[config.mk]
export PLATFORM = sky130hd
export DESIGN_NAME = leorv32_csr_unit_flat
export DESIGN_NICKNAME = d
export VERILOG_FILES = /design/src/rtl/leorv32_pkg.sv /design/src/rtl/leorv32_csr_unit_if.sv /design/src/rtl/leorv32_csr_counter.sv /design/src/rtl/leorv32_csr_unit.sv /design/src/flat_wrapper.sv
export SDC_FILE = /design/constraint.sdc
export NUM_CORES = 1
export LEC_CHECK = 0
export CAP_MARGIN = 15
export CORE_MARGIN = 8
export CORE_UTILIZATION = 25
export DETAILED_ROUTE_END_ITERATION = 7
export GPL_TIMING_DRIVEN = 1
export SLEW_MARGIN = 40
export SYNTH_ARGS = -nofsm -noshare
export SYNTH_HDL_FRONTEND = slang
export SYNTH_SLANG_ARGS = --single-unit
[constraint.sdc]
create_clock -name clk -period 10.45 [get_ports clk]
set_input_delay 1.5675 -clock clk [delete_from_list [all_inputs] [get_ports clk]]
set_output_delay 1.5675 -clock clk [all_outputs]
set_load 0.1 [all_outputs]
[src/rtl/leorv32_pkg.sv]
// Shared leorv32 constants: Zicsr funct3 encodings, CSR addresses and op decode helpers.
package leorv32_pkg;

  localparam logic [2:0] FUNC_CSRRW  = 3'b001;
  localparam logic [2:0] FUNC_CSRRS  = 3'b010;
  localparam logic [2:0] FUNC_CSRRC  = 3'b011;
  localparam logic [2:0] FUNC_CSRRWI = 3'b101;
  localparam logic [2:0] FUNC_CSRRSI = 3'b110;
  localparam logic [2:0] FUNC_CSRRCI = 3'b111;

  localparam logic [11:0] CSR_CYCLE         = 12'hC00;
  localparam logic [11:0] CSR_CYCLEH        = 12'hC80;
  localparam logic [11:0] CSR_TIME          = 12'hC01;
  localparam logic [11:0] CSR_TIMEH         = 12'hC81;
  localparam logic [11:0] CSR_INSTRET       = 12'hC02;
  localparam logic [11:0] CSR_INSTRETH      = 12'hC82;
  localparam logic [11:0] CSR_MHARTID       = 12'hF14;
  localparam logic [11:0] CSR_MCYCLE        = 12'hB00;
  localparam logic [11:0] CSR_MCYCLEH       = 12'hB80;
  localparam logic [11:0] CSR_MINSTRET      = 12'hB02;
  localparam logic [11:0] CSR_MINSTRETH     = 12'hB82;
  localparam logic [11:0] CSR_MSCRATCH      = 12'h340;
  localparam logic [11:0] CSR_MCOUNTINHIBIT = 12'h320;

  typedef enum logic [1:0] {
    CSR_OP_WRITE,
    CSR_OP_SET,
    CSR_OP_CLEAR
  } csr_op_t;

  function automatic logic csr_func_valid(input logic [2:0] func);
    return func inside {FUNC_CSRRW, FUNC_CSRRS, FUNC_CSRRC,
                        FUNC_CSRRWI, FUNC_CSRRSI, FUNC_CSRRCI};
  endfunction

  // Register and immediate forms share funct3[1:0]
  function automatic csr_op_t csr_func_op(input logic [1:0] func_lo);
    case (func_lo)
      2'b10:   return CSR_OP_SET;
      2'b11:   return CSR_OP_CLEAR;
      default: return CSR_OP_WRITE;
    endcase
  endfunction

endpackage

[src/rtl/leorv32_csr_unit_if.sv]
// CSR request/response bundle between the execute stage and the CSR unit.
interface leorv32_csr_unit_if;
  logic        req_valid;
  logic [11:0] req_addr;
  logic [2:0]  req_func;
  logic [31:0] req_wdata;
  logic        req_src_zero;
  logic        rsp_valid;
  logic [31:0] rsp_rdata;
  logic        rsp_illegal;

  modport master (
    output req_valid, req_addr, req_func, req_wdata, req_src_zero,
    input  rsp_valid, rsp_rdata, rsp_illegal
  );

  modport slave (
    input  req_valid, req_addr, req_func, req_wdata, req_src_zero,
    output rsp_valid, rsp_rdata, rsp_illegal
  );
endinterface

[src/rtl/leorv32_csr_counter.sv]
// Wide counter with independently writable 32-bit lo half and upper half.
// A write in the same cycle as an increment wins; the increment is dropped.
module leorv32_csr_counter #(
  parameter int unsigned WIDTH = 64
) (
  input  logic             clk,
  input  logic             rst,
  input  logic             inc,
  input  logic             wr_lo,
  input  logic             wr_hi,
  input  logic [31:0]      wdata,
  output logic [WIDTH-1:0] count
);
  logic [WIDTH-1:0] r_count;

  always_ff @(posedge clk or posedge rst) begin
    if (rst) begin
      r_count <= '0;
    end else if (wr_lo) begin
      r_count[31:0] <= wdata;
    end else if (wr_hi) begin
      r_count[WIDTH-1:32] <= wdata[WIDTH-33:0];
    end else if (inc) begin
      r_count <= r_count + 1'b1;
    end
  end

  assign count = r_count;
endmodule

[src/rtl/leorv32_csr_unit.sv]
// leorv32 Zicsr unit: counters, prescaled time, mhartid, mscratch, 1-cycle response.
// Optional mcountinhibit (0x320, CY/IR bits) when LEORV32_MCOUNTINHIBIT_EN is defined.
module leorv32_csr_unit
  import leorv32_pkg::*;
#(
  parameter int unsigned COUNTER_WIDTH = 64,
  parameter logic [31:0] HART_ID       = 32'h0,
  parameter int unsigned TIME_PRESCALE = 1
) (
  input  logic               clk,
  input  logic               reset,
  input  logic               retire,
  leorv32_csr_unit_if.slave  bus
);
  logic [COUNTER_WIDTH-1:0] w_cycle;
  logic [COUNTER_WIDTH-1:0] w_instret;
  logic [COUNTER_WIDTH-1:0] w_time;
  logic [15:0]              r_presc;
  logic                     w_tick;
  logic [31:0]              r_mscratch;
  logic                     w_inh_cy;
  logic                     w_inh_ir;
  logic                     w_mapped;
  logic                     w_func_ok;
  logic                     w_do_write;
  logic                     w_illegal;
  logic                     w_we;
  logic [31:0]              w_old;
  logic [31:0]              w_new;
  csr_op_t                  w_op;
  logic                     r_rsp_valid;
  logic                     r_rsp_illegal;
  logic [31:0]              r_rsp_rdata;

  assign w_op       = csr_func_op(bus.req_func[1:0]);
  assign w_func_ok  = csr_func_valid(bus.req_func);
  assign w_do_write = (w_op == CSR_OP_WRITE) || !bus.req_src_zero;
  assign w_illegal  = !w_mapped || !w_func_ok || (w_do_write && bus.req_addr[11:10] == 2'b11);
  assign w_we       = bus.req_valid && !w_illegal && w_do_write;

`ifdef LEORV32_MCOUNTINHIBIT_EN
  logic r_inh_cy;
  logic r_inh_ir;

  always_ff @(posedge clk or posedge reset) begin
    if (reset) begin
      r_inh_cy <= 1'b0;
      r_inh_ir <= 1'b0;
    end else if (w_we && bus.req_addr == CSR_MCOUNTINHIBIT) begin
      r_inh_cy <= w_new[0];
      r_inh_ir <= w_new[2];
    end
  end

  assign w_inh_cy = r_inh_cy;
  assign w_inh_ir = r_inh_ir;
`else
  assign w_inh_cy = 1'b0;
  assign w_inh_ir = 1'b0;
`endif

  always_comb begin
    w_mapped = 1'b1;
    w_old    = '0;
    case (bus.req_addr)
      CSR_CYCLE,   CSR_MCYCLE:    w_old = w_cycle[31:0];
      CSR_CYCLEH,  CSR_MCYCLEH:   w_old = 32'(w_cycle[COUNTER_WIDTH-1:32]);
      CSR_INSTRET, CSR_MINSTRET:  w_old = w_instret[31:0];
      CSR_INSTRETH, CSR_MINSTRETH: w_old = 32'(w_instret[COUNTER_WIDTH-1:32]);
      CSR_TIME:                   w_old = w_time[31:0];
      CSR_TIMEH:                  w_old = 32'(w_time[COUNTER_WIDTH-1:32]);
      CSR_MHARTID:                w_old = HART_ID;
      CSR_MSCRATCH:               w_old = r_mscratch;
`ifdef LEORV32_MCOUNTINHIBIT_EN
      CSR_MCOUNTINHIBIT:          w_old = {29'b0, r_inh_ir, 1'b0, r_inh_cy};
`endif
      default:                    w_mapped = 1'b0;
    endcase
  end

  always_comb begin
    w_new = bus.req_wdata;
    case (w_op)
      CSR_OP_SET:   w_new = w_old | bus.req_wdata;
      CSR_OP_CLEAR: w_new = w_old & ~bus.req_wdata;
      default:      w_new = bus.req_wdata;
    endcase
  end

  leorv32_csr_counter #(.WIDTH(COUNTER_WIDTH)) u_cycle (
    .clk   (clk),
    .rst   (reset),
    .inc   (!w_inh_cy),
    .wr_lo (w_we && bus.req_addr == CSR_MCYCLE),
    .wr_hi (w_we && bus.req_addr == CSR_MCYCLEH),
    .wdata (w_new),
    .count (w_cycle)
  );

  leorv32_csr_counter #(.WIDTH(COUNTER_WIDTH)) u_instret (
    .clk   (clk),
    .rst   (reset),
    .inc   (retire && !w_inh_ir),
    .wr_lo (w_we && bus.req_addr == CSR_MINSTRET),
    .wr_hi (w_we && bus.req_addr == CSR_MINSTRETH),
    .wdata (w_new),
    .count (w_instret)
  );

  leorv32_csr_counter #(.WIDTH(COUNTER_WIDTH)) u_time (
    .clk   (clk),
    .rst   (reset),
    .inc   (w_tick),
    .wr_lo (1'b0),
    .wr_hi (1'b0),
    .wdata ('0),
    .count (w_time)
  );

  assign w_tick = (r_presc == 16'(TIME_PRESCALE - 1));

  always_ff @(posedge clk or posedge reset) begin
    if (reset) begin
      r_presc <= '0;
    end else if (w_tick) begin
      r_presc <= '0;
    end else begin
      r_presc <= r_presc + 1'b1;
    end
  end

  always_ff @(posedge clk or posedge reset) begin
    if (reset) begin
      r_mscratch <= '0;
    end else if (w_we && bus.req_addr == CSR_MSCRATCH) begin
      r_mscratch <= w_new;
    end
  end

  // Read data is the pre-write value captured alongside the write edge
  always_ff @(posedge clk or posedge reset) begin
    if (reset) begin
      r_rsp_valid   <= 1'b0;
      r_rsp_illegal <= 1'b0;
      r_rsp_rdata   <= '0;
    end else begin
      r_rsp_valid   <= bus.req_valid;
      r_rsp_illegal <= bus.req_valid && w_illegal;
      r_rsp_rdata   <= (bus.req_valid && !w_illegal) ? w_old : '0;
    end
  end

  assign bus.rsp_valid   = r_rsp_valid;
  assign bus.rsp_illegal = r_rsp_illegal;
  assign bus.rsp_rdata   = r_rsp_rdata;
endmodule

[src/flat_wrapper.sv]
// flat-port wrapper written by rule: the top's interface ports become plain ports
module leorv32_csr_unit_flat import leorv32_pkg::*;
#(
  parameter int unsigned COUNTER_WIDTH = 64,
  parameter logic [31:0] HART_ID       = 32'h0,
  parameter int unsigned TIME_PRESCALE = 1
)
  (clk, reset, retire, bus_req_valid, bus_req_addr, bus_req_func, bus_req_wdata, bus_req_src_zero, bus_rsp_valid, bus_rsp_rdata, bus_rsp_illegal);
  leorv32_csr_unit_if bus_i ();
  input  logic clk;
  input  logic reset;
  input  logic retire;
  input wire logic [$bits(bus_i.req_valid)-1:0] bus_req_valid;
  input wire logic [$bits(bus_i.req_addr)-1:0] bus_req_addr;
  input wire logic [$bits(bus_i.req_func)-1:0] bus_req_func;
  input wire logic [$bits(bus_i.req_wdata)-1:0] bus_req_wdata;
  input wire logic [$bits(bus_i.req_src_zero)-1:0] bus_req_src_zero;
  output wire logic [$bits(bus_i.rsp_valid)-1:0] bus_rsp_valid;
  output wire logic [$bits(bus_i.rsp_rdata)-1:0] bus_rsp_rdata;
  output wire logic [$bits(bus_i.rsp_illegal)-1:0] bus_rsp_illegal;
  assign bus_i.req_valid = bus_req_valid;
  assign bus_i.req_addr = bus_req_addr;
  assign bus_i.req_func = bus_req_func;
  assign bus_i.req_wdata = bus_req_wdata;
  assign bus_i.req_src_zero = bus_req_src_zero;
  assign bus_rsp_valid = bus_i.rsp_valid;
  assign bus_rsp_rdata = bus_i.rsp_rdata;
  assign bus_rsp_illegal = bus_i.rsp_illegal;
  leorv32_csr_unit #(.COUNTER_WIDTH(COUNTER_WIDTH), .HART_ID(HART_ID), .TIME_PRESCALE(TIME_PRESCALE)) u_core (.clk(clk), .reset(reset), .retire(retire), .bus(bus_i));
endmodule
==> run summary, run 1 <==
The number of max-capacitance violations reported came out at 0. The die boundary height is 278 um. The layout filler cell count came out at 7130. The DRC marker count from the first detailed-route iteration came out at 2497.

The tightest hold path in the finished design has a slack of 0.477 ns. Based on the critical path, the design can be clocked at up to 188 MHz. The TritonCTS clock tree is yes.

The count of buffers added on input and output ports is 84. The core outline area is 68200 um^2. The sink count of the clock tree is 274.

The floorplan step defined a die boundary enclosing 77200 um^2. In the synthesized netlist the dominant register cell turns out to be sky130_fd_sc_hd__dfrtp_1. 86 I/O pins were placed.

The combinational group share of total power is 9.8%. The width of the chip came out at 278 um. Leaving out fill and tap cells, the most frequent cell in the layout is sky130_fd_sc_hd__dfrtp_1. The floorplan has 96 rows.

The estimated wirelength of the detail-placed design came out at 54800 um. The signal arrival time at the worst endpoint is 5.75 ns. The register clock-pin slew on the reported worst setup and hold paths is 0.07 ns. After clock tree synthesis, the setup repair step added 0 buffers. The global placer's final weighted congestion came out at 1.00. The worst setup path is captured at a register.

The cell-internal power is 0.00192 W. The synthesized area divided by synthesized cell count is 8.92 um^2. Of the cells placed in the final design, the portion with a size suffix greater than 1 is 10.6%. The critical-path maximum fanout came out at 14. The final layout contains 2036 nets.

The worst hold-check path type is reg -> reg. The effective utilization at floorplan is 25.1%. The run finished with clean final reports. In this run the static leakage power is 8.02 nW. The total number of H-tree levels is 2. The post-synthesis sequential element count came out at 274. The fraction of synthesis flops using an asynchronous set or reset pin came out at 100%. The cell sitting at the root of the clock tree is a sky130_fd_sc_hd__clkbuf_16. The first-pass GRT wire length came out at 110000 um. The hold-fix buffer count after cts is 0. The total global-route track usage is 18.6%. Clock tree synthesis inserted a total of 35 buffers. The netlist area before placement came out at 17100 um^2. The normalized max-slew margin came out at 37.2%.

The remaining number of nets flagged by the antenna check after routing is 0. The count of flip-flops with a built-in enable after synthesis is 0. Per report_power, the sequential group accounts for 42.5% of the total. The number of vias per cell is 5.94.

The synthesized netlist net count came out at 1978. The aggregate global routing overflow is 0. The final hold violation count came out at 0. The required time of the critical path is 10.88 ns. The average routed wire per standard cell came out at 25.7 um.

The top cell types in the final layout, fill and taps aside, are sky130_fd_sc_hd__dfrtp_1 (274), sky130_fd_sc_hd__nand2_1 (185), sky130_fd_sc_hd__nor2_1 (125). At the pin with the least slew margin, the transition time is 0.941 ns. The worst clock skew came out at 0.0323 ns.

Compared with the post-synthesis result, the final layout area differs by 17.9%. The synthesized instance count came out at 1921. The nature of the critical path startpoint is an input port.

In the routed design, unresolved DRC markers number 0. The final total negative setup slack is 0 ns. Setup repair after global routing left no endpoint under its margin. The maximum number of pins on one net before global-route repair came out at 111. The final critical delay including setup and external delays is 5.31 ns. Dividing the final minimum period by the clock period gives 50.9%. The portion of the post-synthesis area used by sequential elements came out at 40.0%. The reported net switching power is 0.000770 W. The met2 layer usage reported by global route came out at 27.1%. The final max-slew violation count came out at 0. Summing all multi-input logic gate instances after layout gives 9870 um^2. The count of distinct cell types in the synthesized netlist came out at 85. The clock insertion delay at the later pin of the skew report is 0.59 ns. After global routing, the most crowded layer is met2. The met1 global-route usage came out at 25.6%.

The maximum buffer depth of the clock tree is 3. The total of endpoints with negative setup slack in the final report is 0. The first detailed-routing pass ran for 6 iterations. The power per cell area is 133 nW/um^2. The maximum VDD drop came out at 0.0000901 V. The final wirelength came out at 74300 um. The sequential cell area in the final layout is 6860 um^2. The critical path class is in -> reg.

The initial antenna violation count came out at 2. The number of global-route vias before repair is 16000. Per report_power, the clock group accounts for 47.7% of the total. The total via count in the routed design is 17100. The total of cells resized after clock tree synthesis came out at 0. The switching part of the total is 28.6%. For this run, global-route usage on met3 was measured as 4.75%.

The number of warnings printed during yosys synthesis is 0.
[state kept, by name, summed over array words and instances (netlist names)]
signal / cells
u_core.bus.rsp_valid: 1
u_core.u_cycle.count: 64
u_core.bus.rsp_rdata: 32
u_core.u_instret.count: 64
u_core.r_presc: 16
u_core.bus.rsp_illegal: 1
u_core.r_mscratch: 32
u_core.u_time.count: 64
[area by class of cell]
| cell class | count | share of cell area, % |
|---|---|---|
| clock buffers | 49 | 4.89 |
| diodes | 1 | 0.0124 |
| well taps | 882 | 5.46 |
| inverters | 21 | 0.452 |
| flip-flops and latches | 274 | 33.9 |
| multi-input cells | 1510 | 48.9 |
| repair buffers | 137 | 5.32 |
| clock inverters | 13 | 1.07 |
[logic make-up after synthesis]
| family | Yosys count | synth area share (%) |
|---|---|---|
| adder cells (fa/ha/maj) | 5 | 0.365 |
| AND/OR/NAND/NOR | 845 | 26.7 |
| buffers and inverters | 137 | 3.12 |
| multiplexers | 127 | 7.70 |
| AO/OA/AOI/OAI | 421 | 16.4 |
| XOR/XNOR | 112 | 5.73 |
| flip-flops | 274 | 40.0 |
[critical path: stages]
cell and delay [ns]:
sky130_fd_sc_hd__clkdlybuf4s50_1 0.88, sky130_fd_sc_hd__or4_1 0.70, sky130_fd_sc_hd__buf_4 0.36, sky130_fd_sc_hd__o22ai_1 0.13
sky130_fd_sc_hd__a221oi_1 0.82, sky130_fd_sc_hd__nor3_1 0.31, sky130_fd_sc_hd__a21oi_1 0.73, sky130_fd_sc_hd__o21ai_0 0.21
[per-stage QoR]
stage               instance area [um^2]  total power [W]  std cells  setup slack [ns]  util, %
CTS                                20200          0.00270       2884              5.32     29.6
global route                       20200          0.00277       2886              5.20     29.6
global placement                   19000          0.00141       2809              4.79     27.8
finish                             20200          0.00269       2887              5.14     29.6
floorplan                          17100          0.00128       1921              1.33        -
detailed placement                 19000          0.00141       2822              4.72     27.8
[Yosys cell counts (12+ instances only)]
| library cell | count | area share (%) |
|---|---|---|
| sky130_fd_sc_hd__nor2_1 | 127 | 2.8 |
| sky130_fd_sc_hd__buf_2 | 16 | 0.47 |
| sky130_fd_sc_hd__nor3_1 | 67 | 2.0 |
| sky130_fd_sc_hd__o211ai_1 | 37 | 1.6 |
| sky130_fd_sc_hd__xnor2_1 | 73 | 3.7 |
| sky130_fd_sc_hd__and3_1 | 52 | 1.9 |
| sky130_fd_sc_hd__mux2_2 | 28 | 1.8 |
| sky130_fd_sc_hd__nand3_1 | 111 | 3.2 |
| sky130_fd_sc_hd__xor2_1 | 39 | 2.0 |
| sky130_fd_sc_hd__o21ai_0 | 94 | 2.7 |
| sky130_fd_sc_hd__a222oi_1 | 12 | 0.70 |
| sky130_fd_sc_hd__a21oi_1 | 63 | 1.8 |
| sky130_fd_sc_hd__nor4_1 | 42 | 1.5 |
| sky130_fd_sc_hd__and4_1 | 40 | 2.0 |
| sky130_fd_sc_hd__or4_1 | 18 | 0.79 |
| sky130_fd_sc_hd__nand2b_1 | 12 | 0.44 |
| sky130_fd_sc_hd__a211oi_1 | 20 | 0.88 |
| sky130_fd_sc_hd__mux2i_1 | 98 | 5.7 |
| sky130_fd_sc_hd__o21ai_1 | 25 | 0.73 |
| sky130_fd_sc_hd__or3_1 | 17 | 0.62 |
| sky130_fd_sc_hd__a31oi_1 | 19 | 0.69 |
| sky130_fd_sc_hd__nand4_1 | 78 | 2.8 |
| sky130_fd_sc_hd__clkbuf_1 | 93 | 2.0 |
| sky130_fd_sc_hd__nand2_1 | 186 | 4.1 |
| sky130_fd_sc_hd__o22ai_1 | 23 | 0.84 |
| sky130_fd_sc_hd__dfrtp_1 | 274 | 40 |
| sky130_fd_sc_hd__inv_1 | 21 | 0.46 |
| sky130_fd_sc_hd__a22oi_1 | 21 | 0.92 |
| sky130_fd_sc_hd__and2_1 | 24 | 0.88 |
[power by group through the flow]
stage | clock network (W) | registers, W | logic (W)
finish | 0.00129 | 0.00115 | 0.000264
global placement | 0 | 0.00116 | 0.000248
global route | 0.00134 | 0.00115 | 0.000278
floorplan | 0 | 0.00114 | 0.000139
detailed placement | 0 | 0.00116 | 0.000253
CTS | 0.00131 | 0.00114 | 0.000255
[path summary, 6_finish.rpt]
check | startpoint | end | slack, ns | cells after the start
max | bus_req_addr[1] | u_core.r_mscratch[29] | 5.14 | 8
min | u_core.u_time.count[63] | u_core.u_time.count[63] | 0.48 | 1
max reg2reg | u_core.u_cycle.count[0] | u_core.u_cycle.count[59] | 7.27 | 6
min reg2reg | u_core.u_time.count[63] | u_core.u_time.count[63] | 0.48 | 1
max in group asynchronous | reset | u_core.bus.rsp_rdata[3] | 7.61 | 4
min in group asynchronous | reset | u_core.u_cycle.count[27] | 1.47 | 2
[metal layers]
metal	up-vias	routed length, um
li1	7402	-
met1	8383	30800
met2	1137	30900
met3	214	8600
met4	4	3940
met5	-	27
(Power assumes the default switching activity.)
==> inputs of run 2 (changes only) <==
==> constraint.sdc (replaced) <==
create_clock -name clk -period 5.5 [get_ports clk]
set_input_delay 0.825 -clock clk [delete_from_list [all_inputs] [get_ports clk]]
set_output_delay 0.825 -clock clk [all_outputs]
set_load 0.1 [all_outputs]
==> run 2 against run 1 <==
First-iteration DRC count decreased by 11%. Via count decreased by 0.83%. Worst setup slack got worse by 3.7 ns. Die area unchanged. Clock skew decreased by 0.019 ns. Flip-flop and latch count unchanged. Global-route usage increased by 0.27 points. Combinational power increased by 94%. Cell area about the same. Utilization about the same. Power increased by 81%.
==> run summary, run 2 (synthesis gave the netlist of run 1 again) <==
The remaining number of nets flagged by the antenna check after routing is 0 (unchanged). The count of buffers added by post-CTS timing repair for setup was 0 (unchanged). The total of cells resized after clock tree synthesis came to 0 (unchanged).

The number of max-capacitance violations reported is 0 (unchanged). The register clock-pin slew on the reported worst setup and hold paths came out at 0.07 ns (about the same). The ratio of cells with drive above 1 in the final layout came to 11.1% (+0.43 points). The net total in the final layout was 2049 (+0.64%). The hold-fix buffer count after cts is 0 (unchanged). The final standard cell area without fillers came out at 20200 um^2 (about the same). The met1 global-route usage is 26.0% (+0.40 points). The total global-route track usage was 18.9% (+0.27 points). The maximum number of pins on one net before global-route repair came out at 110 (-0.90%). The total of endpoints with negative setup slack in the final report came out at 0 (unchanged).

The flow ran to the end, and the final reports show no timing, DRC or antenna violations. The first-pass GRT wire length is 111000 um (+1.1%). The floorplan row count is 96 (unchanged). The maximum buffer depth of the clock tree was 3 (unchanged).

The aggregate global routing overflow is 0 (unchanged). The final critical delay including setup and external delays is 4.06 ns. The maximum VDD drop was 0.000224 V (+150%). The DRC marker count from the first detailed-route iteration came out at 2228 (-11%). The signal arrival time at the worst endpoint is 4.58 ns (-1.17 ns).

The normalized max-slew margin is 31.9% (-5.4 points). The slowest stage cell on the critical path is sky130_fd_sc_hd__a21oi_2. The estimated wirelength of the detail-placed design is 57200 um (+4.5%). The power per cell area came out at 242 nW/um^2 (+81%). The number of clock buffers inserted by TritonCTS came out at 31 (-11%).

In the layout the commonest cells are sky130_fd_sc_hd__dfrtp_1 (274), sky130_fd_sc_hd__nand2_1 (186), sky130_fd_sc_hd__nor2_1 (125). The worst-case reg-to-reg path depth came out at 6 (unchanged). The critical path's largest stage delay came out at 0.75 ns (-0.13 ns).

The first-pass detailed-route iteration total is 8 (+2). The critical-path maximum fanout is 13 (-1). STA classifies the critical path endpoint as a register. The overall power of the completed layout came out at 0.00489 W (+81%). The total via count in the routed design came out at 17000 (-0.83%). The global placer's final weighted congestion came out at 1.00 (-0.29%). The number of vias per cell came to 5.86 (-1.3%). The worst hold-check path type is reg -> reg. By startpoint and endpoint, the worst setup path is classified as in -> reg. The global routing met3 resource utilization was 4.87% (+0.13 points).

The static leakage was 8.06 nW (+0.51%). The worst clock skew came out at 0.0137 ns (-0.0187 ns). The number of global-route vias before repair was 16000 (+0.29%). The met2 layer usage reported by global route is 27.2% (+0.063 points). The hold path depth came out at 1 (unchanged). The sequential cell area in the final layout was 6860 um^2 (unchanged). The count of port buffers added during placement was 84 (unchanged).

The final total negative setup slack came out at 0 ns (unchanged). The layout filler cell count is 7156 (+0.36%). The initial antenna violation count is 2 (unchanged). The die boundary height came to 278 um (unchanged). The signal on the critical path passes through clkdlybuf4s50_1 -> nand4b_1 -> a21oi_2 -> buf_4 -> nand2_1 -> o221ai_1 -> o21ai_1 -> o21ai_0. The worst setup path is launched from an input port. The minimum hold slack came out at 0.472 ns (-0.00454 ns). The final max-slew violation count is 0 (unchanged). Clock tree synthesis selected as its root buffer the cell sky130_fd_sc_hd__clkbuf_16. The core outline area is 68200 um^2 (unchanged). Setup repair after global routing left no endpoint under its margin.

The width of the chip came out at 278 um (unchanged). The worst-margin pin slew is 1.02 ns (+0.0808 ns). After layout, the worst path uses 73.8% of the clock period. TritonCTS built the clock tree. The average routed wire per standard cell is 26.2 um (+2.0%).

The total number of H-tree levels is 1 (-1). The count of boundary I/O pins is 86 (unchanged). The final wirelength came out at 76100 um (+2.5%).

The effective utilization at floorplan came to 25.1% (unchanged). The clock insertion delay at the later pin of the skew report came out at 0.61 ns (+0.02 ns). The library cell used most frequently in the layout, excluding fill and tap cells, is sky130_fd_sc_hd__dfrtp_1. The standard cell area after detailed placement is 19100 um^2 (+0.93%). Derived from the worst setup path, the maximum achievable clock frequency is 246 MHz. The post-detailed-route DRC marker count is 0 (unchanged). The layer flagged by global routing as most heavily used is met2. The floorplan die area came out at 77200 um^2 (unchanged). The combined area of the multi-input logic cells is 9840 um^2 (-0.30%). The required time of the critical path is 6.02 ns (-4.86 ns).

The area overhead of the layout relative to synthesis came out at 18.0% (about the same). The final hold violation count is 0 (unchanged). The sink count of the clock tree came to 274 (unchanged).
-- run 2: cell type report --
cell class / instances / area share [%]
multi-input cells: 1510 / 48.7
flip-flops and latches: 274 / 33.9
clock inverters: 13 / 0.780
repair buffers: 154 / 6.27
clock buffers: 44 / 4.47
inverters: 21 / 0.408
diodes: 3 / 0.0371
well taps: 882 / 5.46
-- run 2: worst paths after layout --
| check | slack (ns) | from | to |
|---|---|---|---|
| min | 0.47 | u_core.u_time.count[63] | u_core.u_time.count[63] |
| min reg2reg | 0.47 | u_core.u_time.count[63] | u_core.u_time.count[63] |
| max | 1.44 | bus_req_addr[8] | u_core.u_cycle.count[20] |
| max in group asynchronous | 3.92 | reset | u_core.u_time.count[5] |
| min in group asynchronous | 0.53 | reset | u_core.u_cycle.count[23] |
| max reg2reg | 2.31 | u_core.u_cycle.count[2] | u_core.u_cycle.count[59] |
-- run 2: per-layer routing --
metal	vias up	routed length (um)
met2	1018	31200
li1	7417	-
met5	-	0
met4	0	4430
met3	202	8600
met1	8361	31900
-- run 2: worst max-delay path: cells and delay by family --
family          cells  cell delay [ns]
compound gates      4             1.97
simple gates        2             0.77
buf+inv             2             1.00
-- run 2: metrics by stage --
stage | setup slack (ns) | cells | util, %
floorplan | 1.05 | 1921 | -
global placement | 0.863 | 2833 | 28.1
detailed placement | 1.06 | 2841 | 28.0
CTS | 1.67 | 2898 | 29.6
global route | 1.39 | 2899 | 29.6
finish | 1.44 | 2901 | 29.6
-- run 2: report_power, final --
part	leakage, nW	internal [W]	switching, W	total, W
Sequential	3.65	0.00207	0.000102	0.00217
Combinational	3.88	0.000169	0.000343	0.000512
Clock	0.529	0.00128	0.000919	0.00220
==> inputs of run 3 (changes only) <==
==> constraint.sdc (replaced) <==
create_clock -name clk -period 3.9 [get_ports clk]
set_input_delay 0.585 -clock clk [delete_from_list [all_inputs] [get_ports clk]]
set_output_delay 0.585 -clock clk [all_outputs]
set_load 0.1 [all_outputs]
==> run 3 against run 2 <==
Non-clock buffer count up 81. Register-to-register slack lost 1.5 ns. Flip-flop and latch count is the same. Highest routed layer unchanged. Clock skew up 0.0051 ns. Critical path depth up 1. Critical endpoint is now u_core.u_instret.count[45]. Hold slack worse by 0.0039 ns.
==> run summary, run 3 (synthesis gave the netlist of run 1 again) <==
The post-detailed-route DRC marker count was 0 (unchanged). The final wirelength is 78000 um (+2.5%). The family with the most delay on the worst path is compound AO/OA/AOI/OAI gates.

The DRC marker count from the first detailed-route iteration was 2500 (+12%). The final hold violation count is 0 (unchanged). The standard cell area after detailed placement came to 19800 um^2 (+3.3%). The ratio of cells with drive above 1 in the final layout was 14.0% (+2.9 points).

The count of boundary I/O pins is 86 (unchanged). The number of global-route vias before repair came out at 16600 (+3.2%). The tree is rooted in a sky130_fd_sc_hd__clkbuf_16. The total buffers and inverters traversed by the critical path is 3 (+1). The remaining number of nets flagged by the antenna check after routing is 0 (unchanged).

The sink count of the clock tree is 274 (unchanged). The leading cell type in the layout, fill and taps excluded is sky130_fd_sc_hd__dfrtp_1. The normalized max-slew margin is 44.2% (+12 points). The worst-margin pin slew came out at 0.838 ns (-0.185 ns). The total global-route track usage came out at 19.6% (+0.73 points). Traced cell by cell, the critical path runs through clkdlybuf4s50_1 -> and3b_1 -> and4_1 -> buf_4 -> a222oi_1 -> nor3_1 -> a21oi_2 -> buf_4 -> o211ai_1. The non-filler instance count after layout came to 2983 (+2.8%). The slowest stage cell on the critical path is sky130_fd_sc_hd__a222oi_1.

The clock insertion delay at the later pin of the skew report is 0.56 ns (-0.05 ns). The required time of the critical path is 4.33 ns (-1.69 ns). Among the stages of the critical path, the cell type that occurs most often is sky130_fd_sc_hd__buf_4. The worst hold-check path type is in -> async. The total of endpoints with negative setup slack in the final report is 0 (unchanged). The total number of H-tree levels is 2 (+1). The hold-fix buffer count after cts came to 0 (unchanged). The estimated wirelength of the detail-placed design came out at 59000 um (+3.0%).

The number of max-capacitance violations reported is 0 (unchanged). The average routed wire per standard cell came out at 26.2 um (-0.32%). The initial antenna violation count came out at 6 (+4). The die boundary height came out at 278 um (unchanged).

The floorplan row count came out at 96 (unchanged). The global placer's final weighted congestion came to 0.982 (-1.8%). The effective utilization at floorplan is 25.1% (unchanged). The maximum clock rate is 293 MHz. The critical-path maximum fanout came out at 23 (+10). The first-pass detailed-route iteration total came out at 7 (-1). The share of the clock period used by the worst path came out at 87.5%. The capturing element type of the critical path is a register. The floorplan die area came out at 77200 um^2 (unchanged). The power per cell area came to 341 nW/um^2 (+41%). The top cell types in the final layout, fill and taps aside, are sky130_fd_sc_hd__dfrtp_1 (274), sky130_fd_sc_hd__nand2_1 (186), sky130_fd_sc_hd__buf_4 (136). The static leakage came out at 8.47 nW (+5.0%). The maximum VDD drop came out at 0.000246 V (+9.8%). STA classifies the critical path startpoint as an input port. The total via count in the routed design is 17400 (+2.6%).

The core outline area came out at 68200 um^2 (unchanged). The register clock-pin slew on the reported worst setup and hold paths is 0.07 ns (about the same). The count of port buffers added during placement came to 84 (unchanged). The maximum number of pins on one net before global-route repair came out at 81 (-26%). The first-pass GRT wire length came out at 115000 um (+3.6%). The width of the chip is 278 um (unchanged). The aggregate global routing overflow is 0 (unchanged).

The number of clock buffers inserted by TritonCTS is 34 (+9.7%). The net total in the final layout is 2133 (+4.1%). The maximum buffer depth of the clock tree came out at 3 (unchanged).

The fraction of the core area covered by cells at the end of the flow is 30.6% (+0.99 points). The final max-slew violation count is 0 (unchanged). The critical path is of the in -> reg type.

Setup repair after global routing left no endpoint under its margin. The worst clock skew is 0.0187 ns (+0.00509 ns). The flow ran to the end, and the final reports show no timing, DRC or antenna violations. The slack of the worst reg-to-reg path came out at 0.85 ns (-1.46 ns). The count of buffers added by post-CTS timing repair for setup came to 0 (unchanged). The TritonCTS clock tree is yes.

The critical path's largest stage delay is 0.80 ns (+0.05 ns). The area overhead of the layout relative to synthesis came out at 22.0%. The final worst slack came out at 0.489 ns (-0.951 ns). The number of cells in the design after placement is 2922 (+2.9%). The signal arrival time at the worst endpoint came to 3.84 ns (-0.74 ns). The total of cells resized after clock tree synthesis came to 0 (unchanged). The number of vias per cell came out at 5.84 (-0.25%).

For the finished layout, the period the worst path requires is 3.41 ns. The placement-stage worst setup slack is 0.0713 ns (-0.984 ns). The final standard cell area without fillers is 20900 um^2 (+3.3%).
run 3: cell count changes in the layout (fill, tap and decap cells not counted), sizes merged:
cell and change:
inv +1, clkbuf +4, buf +81, clkinv -4
run 3: layout make-up:
cell class / count / area [um^2]
Tap cell: 882 / 1100
Clock buffer: 48 / 973
Clock inverter: 10 / 146
Antenna cell: 3 / 7.51
Inverter: 21 / 82.6
Timing Repair Buffer: 235 / 1930
Multi-Input combinational cell: 1510 / 9800
Fill cell: 7166 / 47300
Sequential cell: 274 / 6860
run 3: power breakdown:
part / switching [W] / total, W / leakage, nW / internal (W)
Clock: 0.00136 / 0.00330 / 0.548 / 0.00194
Combinational: 0.000487 / 0.000756 / 4.27 / 0.000269
Sequential: 0.000150 / 0.00307 / 3.65 / 0.00292
run 3: metal layers:
layer | GRT usage [%] | vias up | part of all wire, %
met3 | 3.87 | 172 | 9.8
met4 | 9.29 | 0 | 5.4
met2 | 28.5 | 968 | 41
met1 | 27.6 | 8716 | 43
li1 | - | 7579 | -
met5 | 0 | - | 0
run 3: final timing paths:
path,cells after the start,start,to
hold reg to reg,1,u_core.u_time.count[63],u_core.u_time.count[63]
max in group asynchronous,3,reset,u_core.u_instret.count[6]
setup / recovery,9,bus_req_addr[8],u_core.u_instret.count[45]
min in group clk,1,u_core.u_time.count[63],u_core.u_time.count[63]
setup reg to reg,6,u_core.u_instret.count[21],u_core.u_instret.count[59]
hold / removal,2,reset,u_core.r_mscratch[19]
run 3: through the flow:
stage	total power, W	hold slack, ns	setup TNS [ns]
global route	0.00736	0.480	0
floorplan	0.00343	0.441	-84.50
detailed placement	0.00385	0.461	0
CTS	0.00716	0.455	0
finish	0.00713	0.469	0
global placement	0.00384	0.457	-0.754
